## src/rtl/gen_emu_clks_ctrl.sv

```systemverilog
// Emulator clock controller: divides emu_clk_2x by two into a gateable emu_clk,
// derives per-channel clocks that update on emu_clk rise, counts emulated
// cycles (saturating) and halts on stall or cycle-budget stop.
module gen_emu_clks_ctrl #(
    parameter int n         = 2,
    parameter int CNT_WIDTH = 32
) (
    input  logic                 emu_clk_2x,
    input  logic                 emu_rst,
    input  logic                 emu_stall,
    input  logic                 stop_en,
    input  logic [CNT_WIDTH-1:0] stop_cycle,
    input  logic [n-1:0]         clk_vals,
    input  logic [n-1:0]         clk_en,
    output logic                 emu_clk,
    output logic [n-1:0]         clks,
    output logic [CNT_WIDTH-1:0] emu_cycle_count,
    output logic                 halted
);

    typedef enum logic {RUN = 1'b0, HALT = 1'b1} state_t;

    state_t               state;
    logic                 ph;
    logic [n-1:0]         clks_q;
    logic [CNT_WIDTH-1:0] cnt;
    logic                 hold;

    // Pause request: external stall or budget exhausted (unsigned compare).
    assign hold = emu_stall | (stop_en & (cnt >= stop_cycle));

    // Phase, channel clocks, cycle counter and run/halt state. A high phase
    // always completes; only reset may cut it short.
    always_ff @(posedge emu_clk_2x) begin
        if (emu_rst) begin
            ph     <= 1'b0;
            clks_q <= '0;
            cnt    <= '0;
            state  <= RUN;
        end else if (ph) begin
            ph <= 1'b0;
        end else if (!hold) begin
            ph     <= 1'b1;
            clks_q <= clk_vals & clk_en;
            if (cnt != {CNT_WIDTH{1'b1}})
                cnt <= cnt + 1'b1;
            state  <= RUN;
        end else begin
            state <= HALT;
        end
    end

    assign emu_cycle_count = cnt;
    assign halted          = (state == HALT);

`ifdef SIMULATION_MODE_MSDSL
    BUFG u_bufg_emu (.I(ph), .O(emu_clk));
    for (genvar k = 0; k < n; k++) begin : g_clk_buf
        BUFG u_bufg_ch (.I(clks_q[k]), .O(clks[k]));
    end
`else
    assign emu_clk = ph;
    assign clks    = clks_q;
`endif

endmodule

```

## config.mk

```make
export PLATFORM = sky130hd
export DESIGN_NAME = gen_emu_clks_ctrl
export DESIGN_NICKNAME = d
export VERILOG_FILES = /design/src/rtl/gen_emu_clks_ctrl.sv
export SDC_FILE = /design/constraint.sdc
export NUM_CORES = 1
export LEC_CHECK = 0
export ABC_AREA = 1
export BUFFER_PORTS_ARGS = -buffer_cell sky130_fd_sc_hd__buf_2
export CORE_UTILIZATION = 45
export CTS_CLUSTER_DIAMETER = 120
export DETAILED_ROUTE_END_ITERATION = 12
export PLACE_DENSITY = 0.69
export SLEW_MARGIN = 20
export SYNTH_ARGS = -nofsm -noshare
export SYNTH_HDL_FRONTEND = slang
export SYNTH_SLANG_ARGS = --single-unit
```

## constraint.sdc

```tcl
create_clock -name emu_clk_2x -period 2.4 [get_ports emu_clk_2x]
set_input_delay 0.48 -clock emu_clk_2x [delete_from_list [all_inputs] [get_ports emu_clk_2x]]
set_output_delay 0.48 -clock emu_clk_2x [all_outputs]
set_load 0.01 [all_outputs]
```

; ---- After elaboration in Yosys (flattened, before gate mapping)
; Index checks and enable logic that the tools add are counted.
[op_classes]
add_sub_neg = 1
magnitude_cmp = 1
n_eq_ne = 1
mux = 2
n_bitwise = 5
reduce_logical = 3
[ops]
columns = cell, n
row1 = adder 32 x 1 -> 32 bit (second input constant), 1
row2 = greater-or-equal comparator 32 bit, 1
row3 = != test 32 bit (second input constant), 1
row4 = AND reduction 3 bit, 1
row5 = bitwise AND 2 bit, 1
row6 = two-way mux 1 bit, 2
row7 = NOT 1 bit, 2
row8 = AND reduction 2 bit, 1
row9 = OR reduction 2 bit, 1
row10 = bitwise AND 1 bit, 1
row11 = OR 1 bit, 1
[totals]
register_bits = 36
in_bits = 40

; ---- Depth between registers and ports, before layout
; Gate-level depths: netlist of run 1.
[depth]
word_depth = 5
mapped_depth = 19
depth_no_buf = 18

; ---- Worst setup path before layout of run 1
; OpenSTA, ideal clock, no wires.
[synth_path]
path_type = input to register
from = input stop_cycle[7]
to = register cnt[25] (netlist: emu_cycle_count[25])
t_arrival_ns = 1.958
t_required_ns = 2.272
slack_ns = 0.315
cell_stages = 18
cell_sequence = inv_1 ha_1 nand2_1 inv_1 nand2_1 nand2_1 nor2_1 nand2_1 nand2_1 nand2_1 nand2_1 nand2_1 nand2_1 buf_2 buf_2 nand4_1 nand2_1 nor2_1
[synth_between]
elab_chain_len = 5
[synth_lines]
columns = element, line_no
row1 = start: declaration, 12  ; input logic [CNT_WIDTH-1:0] stop_cycle,
row2 = greater-or-equal comparator 32 bit, 30  ; assign hold = emu_stall | (stop_en & (cnt >= stop_cycle));
row3 = bitwise AND 1 bit, 30
row4 = OR 1 bit, 30
row5 = NOT 1 bit (no source line), n/a
row6 = AND reduction 3 bit (no source line), n/a
row7 = end signal: assignment, 46  ; cnt <= cnt + 1'b1;
row8 = end: declaration, 26  ; logic [CNT_WIDTH-1:0] cnt;
; Every way passes these cells.
; A chain may end at the register's enable or synchronous reset.

; ---- Worst setup path in the final report of run 1
[layout_path]
from = register cnt[2] (netlist: emu_cycle_count[2])
to = register cnt[23] (netlist: emu_cycle_count[23])
[layout_between]
elab_chain_len = 5
word_cells_on_any_way = 7
[layout_lines]
columns = element, line_no
row1 = greater-or-equal comparator 32 bit, 30
row2 = bitwise AND 1 bit, 30
row3 = OR 1 bit, 30
row4 = NOT 1 bit (no source line), n/a
row5 = AND reduction 3 bit (no source line), n/a
; Parallel ways exist; a longest one is shown, timed or not.

==> results of run 1 <==
==> cells in the mapped netlist (all sizes together) <==
cell / instances
a21oi: 17
o21ai: 7
xnor2: 1
inv: 106
nor3: 12
nor4: 1
dfxtp: 36
nand2: 147
xor2: 25
nand4: 26
nand3: 17
nor2: 79
clkbuf: 2
buf: 10
o21a: 2
ha: 33
==> logic make-up after synthesis <==
| logic type | synth area share [%] |
|---|---|
| simple gates | 38.7 |
| compound gates | 4.20 |
| fa+ha+maj | 12.8 |
| flops | 22.4 |
| buf+inv | 14.8 |
| xor+xnor | 7.08 |
==> critical path: stages (launching register included) <==
cell,delay (ps)
sky130_fd_sc_hd__dfxtp_1,470
sky130_fd_sc_hd__ha_1,300
sky130_fd_sc_hd__nand2_1,60
sky130_fd_sc_hd__inv_1,40
sky130_fd_sc_hd__nand2_1,50
sky130_fd_sc_hd__nand2_1,40
sky130_fd_sc_hd__nand2_1,50
sky130_fd_sc_hd__nand2_1,80
sky130_fd_sc_hd__nand2_1,60
sky130_fd_sc_hd__nand2_1,110
sky130_fd_sc_hd__nand2_1,80
sky130_fd_sc_hd__nand2_1,50
sky130_fd_sc_hd__nand2_1,130
sky130_fd_sc_hd__nand3_4,100
sky130_fd_sc_hd__buf_4,220
sky130_fd_sc_hd__nand2_1,80
sky130_fd_sc_hd__nand2_1,50
sky130_fd_sc_hd__nor2_1,110
==> power by group <==
| group | leakage, nW | internal, mW | switching (mW) |
|---|---|---|---|
| logic | 1.87 | 0.254 | 0.354 |
| clock network | 0.0541 | 0.308 | 0.251 |
| registers | 0.298 | 0.657 | 0.0743 |
| total | 2.22 | 1.22 | 0.679 |
==> cell usage in the layout, fill, tap and decap left out <==
cell,synthesis,final
sky130_fd_sc_hd__buf_2,3,75
sky130_fd_sc_hd__nor3_1,11,11
sky130_fd_sc_hd__nor2_4,3,3
sky130_fd_sc_hd__dfxtp_1,36,35
sky130_fd_sc_hd__clkinv_2,0,1
sky130_fd_sc_hd__inv_1,106,106
sky130_fd_sc_hd__o21a_1,2,2
sky130_fd_sc_hd__nand4_1,26,26
sky130_fd_sc_hd__ha_1,33,33
sky130_fd_sc_hd__nand3_1,14,14
sky130_fd_sc_hd__nand3_4,3,3
sky130_fd_sc_hd__xnor2_1,1,1
sky130_fd_sc_hd__bufinv_16,0,1
sky130_fd_sc_hd__o21ai_0,7,7
sky130_fd_sc_hd__clkbuf_8,0,5
sky130_fd_sc_hd__a21oi_1,17,17
sky130_fd_sc_hd__buf_4,0,17
sky130_fd_sc_hd__nor2_1,73,73
sky130_fd_sc_hd__dfxtp_2,0,1
sky130_fd_sc_hd__nor3_4,1,1
sky130_fd_sc_hd__nand2_2,1,1
sky130_fd_sc_hd__nor4_1,1,1
sky130_fd_sc_hd__xor2_1,25,25
sky130_fd_sc_hd__clkinvlp_4,0,1
sky130_fd_sc_hd__nand2_1,146,146
sky130_fd_sc_hd__nor2_2,3,3
==> final cells by class <==
class	count	share of cell area, %
Inverter	106	10.3
Clock inverter	3	1.10
Timing Repair Buffer	92	13.0
Sequential cell	36	18.6
Multi-Input combinational cell	367	52.1
Clock buffer	5	1.78
Tap cell	96	3.10
==> worst max-delay path by stage <==
stage | from | end | slack (ps) | cells past startpoint
after detailed placement | stop_cycle[7] | emu_cycle_count[23]$_SDFFE_PP0P_ | -10 | 17
final | emu_cycle_count[2]$_SDFFE_PP0P_ | emu_cycle_count[23]$_SDFFE_PP0P_ | 250 | 17
after global routing | emu_cycle_count[5]$_SDFFE_PP0P_ | emu_cycle_count[23]$_SDFFE_PP0P_ | 20 | 17
after global placement | stop_cycle[7] | clks[0]$_SDFFE_PP0P_ | 70 | 16
after CTS | emu_cycle_count[7]$_SDFFE_PP0P_ | emu_cycle_count[23]$_SDFFE_PP0P_ | 170 | 15
after floorplan | stop_cycle[7] | emu_cycle_count[25]$_SDFFE_PP0P_ | 310 | 18
==> what timing repair did <==
action,CTS,global route
setup endpoints to repair,0,4
gates resized for setup,0,1
buffers inserted,0,0
==> metal layers <==
layer | global-route usage (%) | vias up
met2 | 40.0 | 78
met1 | 28.6 | 1523
met3 | 3.05 | 15
met5 | 0 | -
met4 | 8.33 | 0
li1 | - | 1770
==> registers in the layout (all words and copies together), names as in the netlist <==
signal / cells
halted: 1
emu_clk: 1
clks: 2
emu_cycle_count: 32
==> through the flow <==
stage	cells	worst slack, ps	total power, mW
3_5_place_dp	697	-13.3	1.35
4_1_cts	705	167	1.91
3_3_place_gp	697	67.6	1.33
5_1_grt	705	17.1	2.03
2_1_floorplan	521	315	1.14
6_report	705	247	1.90
==> results.md, run 1 <==
- Result of the run: finished clean
- Worst-Margin Slew: between 600 and 700 ps
- DRC violation total after the first TritonRoute iteration: roughly 120
- Flip-flop and latch count after synthesis: 36
- Count of endpoints failing setup in the final report: 0
- Synthesized instance count: approximately 520
- Maximum operating frequency: 464 MHz
- Startpoint of the worst hold path: clk_en[1]
- Routed len/inst: 11.6 µm
- Highest routed metal layer: met4
- Critical path start-end classification: flop to flop
- Worst R2R Setup Slack: between 200 and 250 ps
- Half-perimeter wire length of the detailed placement result: 6450 µm
- Full die area: roughly 7500 µm²
- Routed length on met2: 3910 µm
- Clock latency reported for the late side of the worst-skew pair: ~300 ps
- TritonCTS clock tree: done
- DRC Markers: 0
- Antenna Cells: 0
- Required time reported for the critical path endpoint: 2640 ps
- Sum of overflow across all layers after global routing: 0
- Detailed-route vias per instance: around 4.8
- Fillers: 720
- Final hold violation count: 0
- Standard-cell row count: 30
- Post-Synthesis Cell Area: 3220 µm²
- CTS Buffer Depth: 2
- Count of maximum capacitance violations: 0
- M1 WL: ~3800 µm
- Post-synthesis average cell area: about 6.2 µm²
- Cell depth of the worst flop-to-flop path: 17
- Detailed route wirelength on metal3: a little under 300 µm
- Worst setup SP type: flop
- Crit path max fanout: 14
- CTS Hold Bufs: 0
- CP Capture Type: flop
- GRT Resource Usage Total: between 20 and 25%
- Number of max-slew violations in the final report: 0
- PD cells: between 400 and 500 nW/µm²
- Design area: just under 4000 µm²
- Arrival time at the worst endpoint: roughly 2400 ps
- H-tree levels: 2
- Number of antenna-violating nets in the routed design: 0
- Total negative slack for setup checks: 0 ps
- Number of buffer cells added on primary ports: 75
- Register Area: a little over 700 µm²
- Multi-input logic area: 2020 µm²
- Leakage component of the power: around 2.2 nW
- Syn Nets: 594
- Nets: slightly below 700
- Final period utilization: between 80 and 90%
- Share of post-route cells with drive strength above 1: between 15 and 20%
- Final cell utilization of the core: roughly 57%
- Leading area contributor after synthesis: sky130_fd_sc_hd__dfxtp_1
- Placer Congestion: around 0.95
- Wire length reported by the detailed router: ~8200 µm
- Hold WS: 435 ps
- Worst Hold Path Cells: 3
- Launch point of the worst reg-to-reg path: emu_cycle_count[2]$_SDFFE_PP0P_
- Standard cell core area: approximately 6800 µm²
- Die span in x: about 87 µm
- Vias after detailed routing: 3386
- Detailed-routing iteration count for the pre-antenna-repair pass: 4
- Initial antenna violation count: 0
- I/O pin total: 76
- Worst Hold Class: input pin to flop
- Tightest slew margin relative to the limit: between 50% and 60%
- Vertical die dimension: 86.6 µm
- Hold Path End: clks[1]$_SDFFE_PP0P_
- Sequential share of the synthesized area: ~22%
- Largest vdd supply drop: 0.298 mV
- Global-route wire length before repair: around 13000 µm
- Skew final: slightly below 10 ps
- Synth top area share: roughly 22%
- Top post-synthesis cells by area: sky130_fd_sc_hd__dfxtp_1 22%, sky130_fd_sc_hd__nand2_1 17%, sky130_fd_sc_hd__ha_1 13%
- Number of global-route vias before repair: about 3000
- Fin crit period: between 2000 and 2500 ps
- Syn. warnings: 0
- Setup repair after global routing missed its margin: false
- CTS Root Buffer Type: sky130_fd_sc_hd__clkbuf_8
- Cell variety after synth: 23
- Clock-pin slew reported for the worst setup and hold paths after clock tree synthesis: about 80 ps
- Area after detailed placement: between 3000 and 4000 µm²
- Maximum number of pins on one net before global-route repair: 18
- Clock buffers created by TritonCTS: 5
- Destination of the worst register-to-register timing path: emu_cycle_count[23]$_SDFFE_PP0P_
- Total clock sinks: 36
- Initial core utilization: between 40% and 50%
- Area delta synth->final: 20.4%
Power figures use the tool's default switching activity.
==> run 2, diff against run 1 <==
--- a/config.mk
+++ b/config.mk
@@ -6,8 +6,11 @@
 export NUM_CORES = 1
 export LEC_CHECK = 0
 export ABC_AREA = 1
+export ABC_CLOCK_PERIOD_IN_PS = 2400
 export BUFFER_PORTS_ARGS = -buffer_cell sky130_fd_sc_hd__buf_2
+export CORE_ASPECT_RATIO = 0.5
 export CORE_UTILIZATION = 45
+export CTS_BUF_LIST = sky130_fd_sc_hd__clkbuf_8
 export CTS_CLUSTER_DIAMETER = 120
 export DETAILED_ROUTE_END_ITERATION = 12
 export PLACE_DENSITY = 0.69
==> results.md, run 2 (same netlist as run 1, synthesis figures left out) <==
- Result of the run: finished clean (unchanged)
- Die span in x: 122 µm (was 86.6 µm)
- Clock latency reported for the late side of the worst-skew pair: 290 ps (was 300 ps)
- I/O pin total: 76 (unchanged)
- Standard-cell row count: 21 (was 30)
- Maximum operating frequency: 461 MHz (was 464 MHz)
- Number of global-route vias before repair: 2766 (was 3015)
- Detailed-routing iteration count for the pre-antenna-repair pass: 4 (unchanged)
- Sequential share of power: 39.9% (was 38.5%)
- Gates resized, CTS repair: 0 (unchanged)
- Overall power: 1.82 mW (was 1.90 mW)
- Capturing instance or port of the critical path: emu_cycle_count[21]$_SDFFE_PP0P_ (was emu_cycle_count[23]$_SDFFE_PP0P_)
- CTS Buffer Depth: 2 (unchanged)
- DRC violation total after the first TritonRoute iteration: 204 (was 119)
- Final period utilization: 90.4% (was 89.7%)
- Tightest slew margin relative to the limit: 64.5% (was 56.3%)
- Met1 global-route usage: 33.4% (was 28.6%)
- Global-route wire length before repair: 13100 µm (was 13500 µm)
- TritonCTS clock tree: done (unchanged)
- Number of antenna-violating nets in the routed design: 0 (unchanged)
- Worst Hold Class: flop to flop (was input pin to flop)
- Detailed-route vias per instance: 4.64 (was 4.80)
- Cell type group with the largest total delay on the critical path: simple AND/OR/NAND/NOR gates (unchanged)
- Critical path start-end classification: flop to flop (unchanged)
- Cell depth of the worst setup path: 15 (was 17)
- Total clock sinks: 36 (unchanged)
- Fraction of met2 tracks used by global routing: 35.0% (was 40.0%)
- Gate power share: 34.7% (was 32.0%)
- Worst slack at placement: 33.3 ps (was -13.3 ps)
- Initial antenna violation count: 0 (unchanged)
- Full die area: 7510 µm² (was 7490 µm²)
- Critical-path cell list: ha_1 > a21oi_1 > nand2_1 > nor2_1 > nand2_1 > nand2_1 > nand2_1 > nand2_1 > nand2_1 > nand2_1 > nand3_4 > buf_4 > nand2_1 > nand2_1 > nor2_1 (was ha_1 > nand2_1 > inv_1 > nand2_1 > nand2_1 > nand2_1 > nand2_1 > nand2_1 > nand2_1 > nand2_1 > nand2_1 > nand2_1 > nand3_4 > buf_4 > nand2_1 > nand2_1 > nor2_1)
- Arrival time at the worst endpoint: 2400 ps (was 2390 ps)
- Fin crit period: 2170 ps (was 2150 ps)
- Worst path buffer plus inverter count: 1 (was 2)
- Internal portion of total power: 1.16 mW (was 1.22 mW)
- Area delta synth->final: 21.8% (was 20.4%)
- H-tree levels: 2 (unchanged)
- Leakage component of the power: 2.25 nW (was 2.22 nW)
- Crit path max fanout: 9 (was 14)
- Most common cell after layout, fill and taps aside: sky130_fd_sc_hd__nand2_1 (unchanged)
- PD cells: 465 nW/µm² (was 490 nW/µm²)
- Launch point of the worst reg-to-reg path: emu_cycle_count[7]$_SDFFE_PP0P_ (was emu_cycle_count[2]$_SDFFE_PP0P_)
- Switching part of the total power: 36.5% (was 35.8%)
- Number of max-slew violations in the final report: 0 (unchanged)
- Met3 global-route usage: 3.19% (was 3.05%)
- Vertical die dimension: 61.8 µm (was 86.6 µm)
- Final hold violation count: 0 (unchanged)
- Worst-Margin Slew: 528 ps (was 653 ps)
- Number of buffer cells added on primary ports: 75 (unchanged)
- Fillers: 697 (was 720)
- DRC Markers: 0 (unchanged)
- CP Capture Type: flop (unchanged)
- Startpoint of the most critical setup path: emu_cycle_count[7]$_SDFFE_PP0P_ (was emu_cycle_count[2]$_SDFFE_PP0P_)
- CTS Root Buffer Type: sky130_fd_sc_hd__clkbuf_8 (unchanged)
- Post-CTS setup buffer count: 0 (unchanged)
- Setup repair after global routing missed its margin: false (unchanged)
- Sum of overflow across all layers after global routing: 0 (unchanged)
- Routed len/inst: 11.4 µm (was 11.6 µm)
- Wire length reported by the detailed router: 8080 µm (was 8210 µm)
- Count of maximum capacitance violations: 0 (unchanged)
- Antenna Cells: 0 (unchanged)
- Total net switching power: 0.664 mW (was 0.679 mW)
- Skew final: 5.49 ps (was 9.70 ps)
- CTS Hold Bufs: 0 (unchanged)
- Vias after detailed routing: 3284 (was 3386)
- Required time reported for the critical path endpoint: 2630 ps (was 2640 ps)
- Worst setup SP type: flop (unchanged)
- Count of endpoints failing setup in the final report: 0 (unchanged)
- Maximum number of pins on one net before global-route repair: 23 (was 18)
- Total negative slack for setup checks: 0 ps (unchanged)
- Nets: 687 (was 681)
- Destination of the worst register-to-register timing path: emu_cycle_count[21]$_SDFFE_PP0P_ (was emu_cycle_count[23]$_SDFFE_PP0P_)
- Placer Congestion: 0.877 (was 0.949)
- Proportion of power drawn by the clock network: 25.4% (was 29.4%)
- Largest vdd supply drop: 0.217 mV (was 0.298 mV)
- Half-perimeter wire length of the detailed placement result: 6250 µm (was 6450 µm)
- Initial core utilization: 47.3% (was 47.1%)
- Final worst setup slack: 231 ps (was 247 ps)
- Max reg flops: 32 (unchanged)
- Cell depth of the worst flop-to-flop path: 15 (was 17)
- Critical Path Max Stage Delay: 440 ps (was 470 ps)
- GRT Resource Usage Total: 22.4% (was 22.9%)
- Most heavily used metal layer in global routing: met2 (unchanged)
- Clock buffers created by TritonCTS: 5 (unchanged)
- Clock-pin slew reported for the worst setup and hold paths after clock tree synthesis: 80 ps (about the same)
- Crit-path slowest cell: sky130_fd_sc_hd__dfxtp_1 (unchanged)
- Most frequent CP cell: sky130_fd_sc_hd__nand2_1 (unchanged)
- Worst R2R Setup Slack: 230 ps (was 250 ps)
- Commonest cells after routing, fill and taps aside: 146 x sky130_fd_sc_hd__nand2_1, 106 x sky130_fd_sc_hd__inv_1, 75 x sky130_fd_sc_hd__buf_2, 73 x sky130_fd_sc_hd__nor2_1, 36 x sky130_fd_sc_hd__dfxtp_1 (was 146 x sky130_fd_sc_hd__nand2_1, 106 x sky130_fd_sc_hd__inv_1, 75 x sky130_fd_sc_hd__buf_2, 73 x sky130_fd_sc_hd__nor2_1, 35 x sky130_fd_sc_hd__dfxtp_1)
- Share of post-route cells with drive strength above 1: 19.0% (was 18.4%)
- Final cell utilization of the core: 57.6% (was 56.7%)
- Standard cell core area: 6810 µm² (was 6830 µm²)
==> run 2: cell types whose count changed in the layout (fill, tap and decap cells not counted), sizes merged <==
cell,before,now
buf,92,98
bufinv,1,0
clkbuf,5,6
clkinv,1,2
clkinvlp,1,0
==> run 2: worst min-delay path by stage <==
stage                        start                   end  slack (ps)  cells past startpoint
6_report       halted$_SDFFE_PP0N_   halted$_SDFFE_PP0N_         440                      2
3_3_place_gp   halted$_SDFFE_PP0N_   halted$_SDFFE_PP0N_         430                      2
3_5_place_dp   halted$_SDFFE_PP0N_   halted$_SDFFE_PP0N_         430                      2
5_1_grt                  clk_en[0]  clks[0]$_SDFFE_PP0P_         460                      3
2_1_floorplan  halted$_SDFFE_PP0N_   halted$_SDFFE_PP0N_         470                      2
4_1_cts        halted$_SDFFE_PP0N_   halted$_SDFFE_PP0N_         440                      2
==> run 2: metal layers <==
metal	vias up	wire length (µm)
met5	-	0
met4	0	30
met3	8	452
met2	78	3170
met1	1413	4430
li1	1785	-
==> run 2: power by group through the flow <==
stage / clock [mW] / sequential [mW] / combinational (mW)
6_report: 0.462 / 0.727 / 0.633
5_1_grt: 0.496 / 0.734 / 0.737
4_1_cts: 0.466 / 0.725 / 0.635
3_5_place_dp: 0 / 0.737 / 0.628
3_3_place_gp: 0 / 0.739 / 0.621
2_1_floorplan: 0 / 0.766 / 0.373
==> run 2: area by class of cell <==
type	instances	area [µm²]	area share (%)
clock inverter	2	10.0	0.255
tap	92	115	2.94
sequential	36	721	18.4
multi-input combinational	367	2020	51.5
inverter	106	398	10.2
timing repair buffer	98	573	14.6
clock buffer	6	82.6	2.11
==> run 2: worst reg2reg max path, delay by kind of cell, from the launching register on <==
family	cells	cell delay [ps]
compound gates	1	150
fa+ha+maj	1	280
flops	1	440
simple gates	12	1040
buf+inv	1	210
==> run 2: metrics by stage <==
step,cells,hold WS (ps),instance area [µm²]
floorplan,521,465,3220
global placement,699,432,3830
detailed placement,699,433,3830
CTS,707,445,3920
global route,707,458,3920
finish,707,441,3920
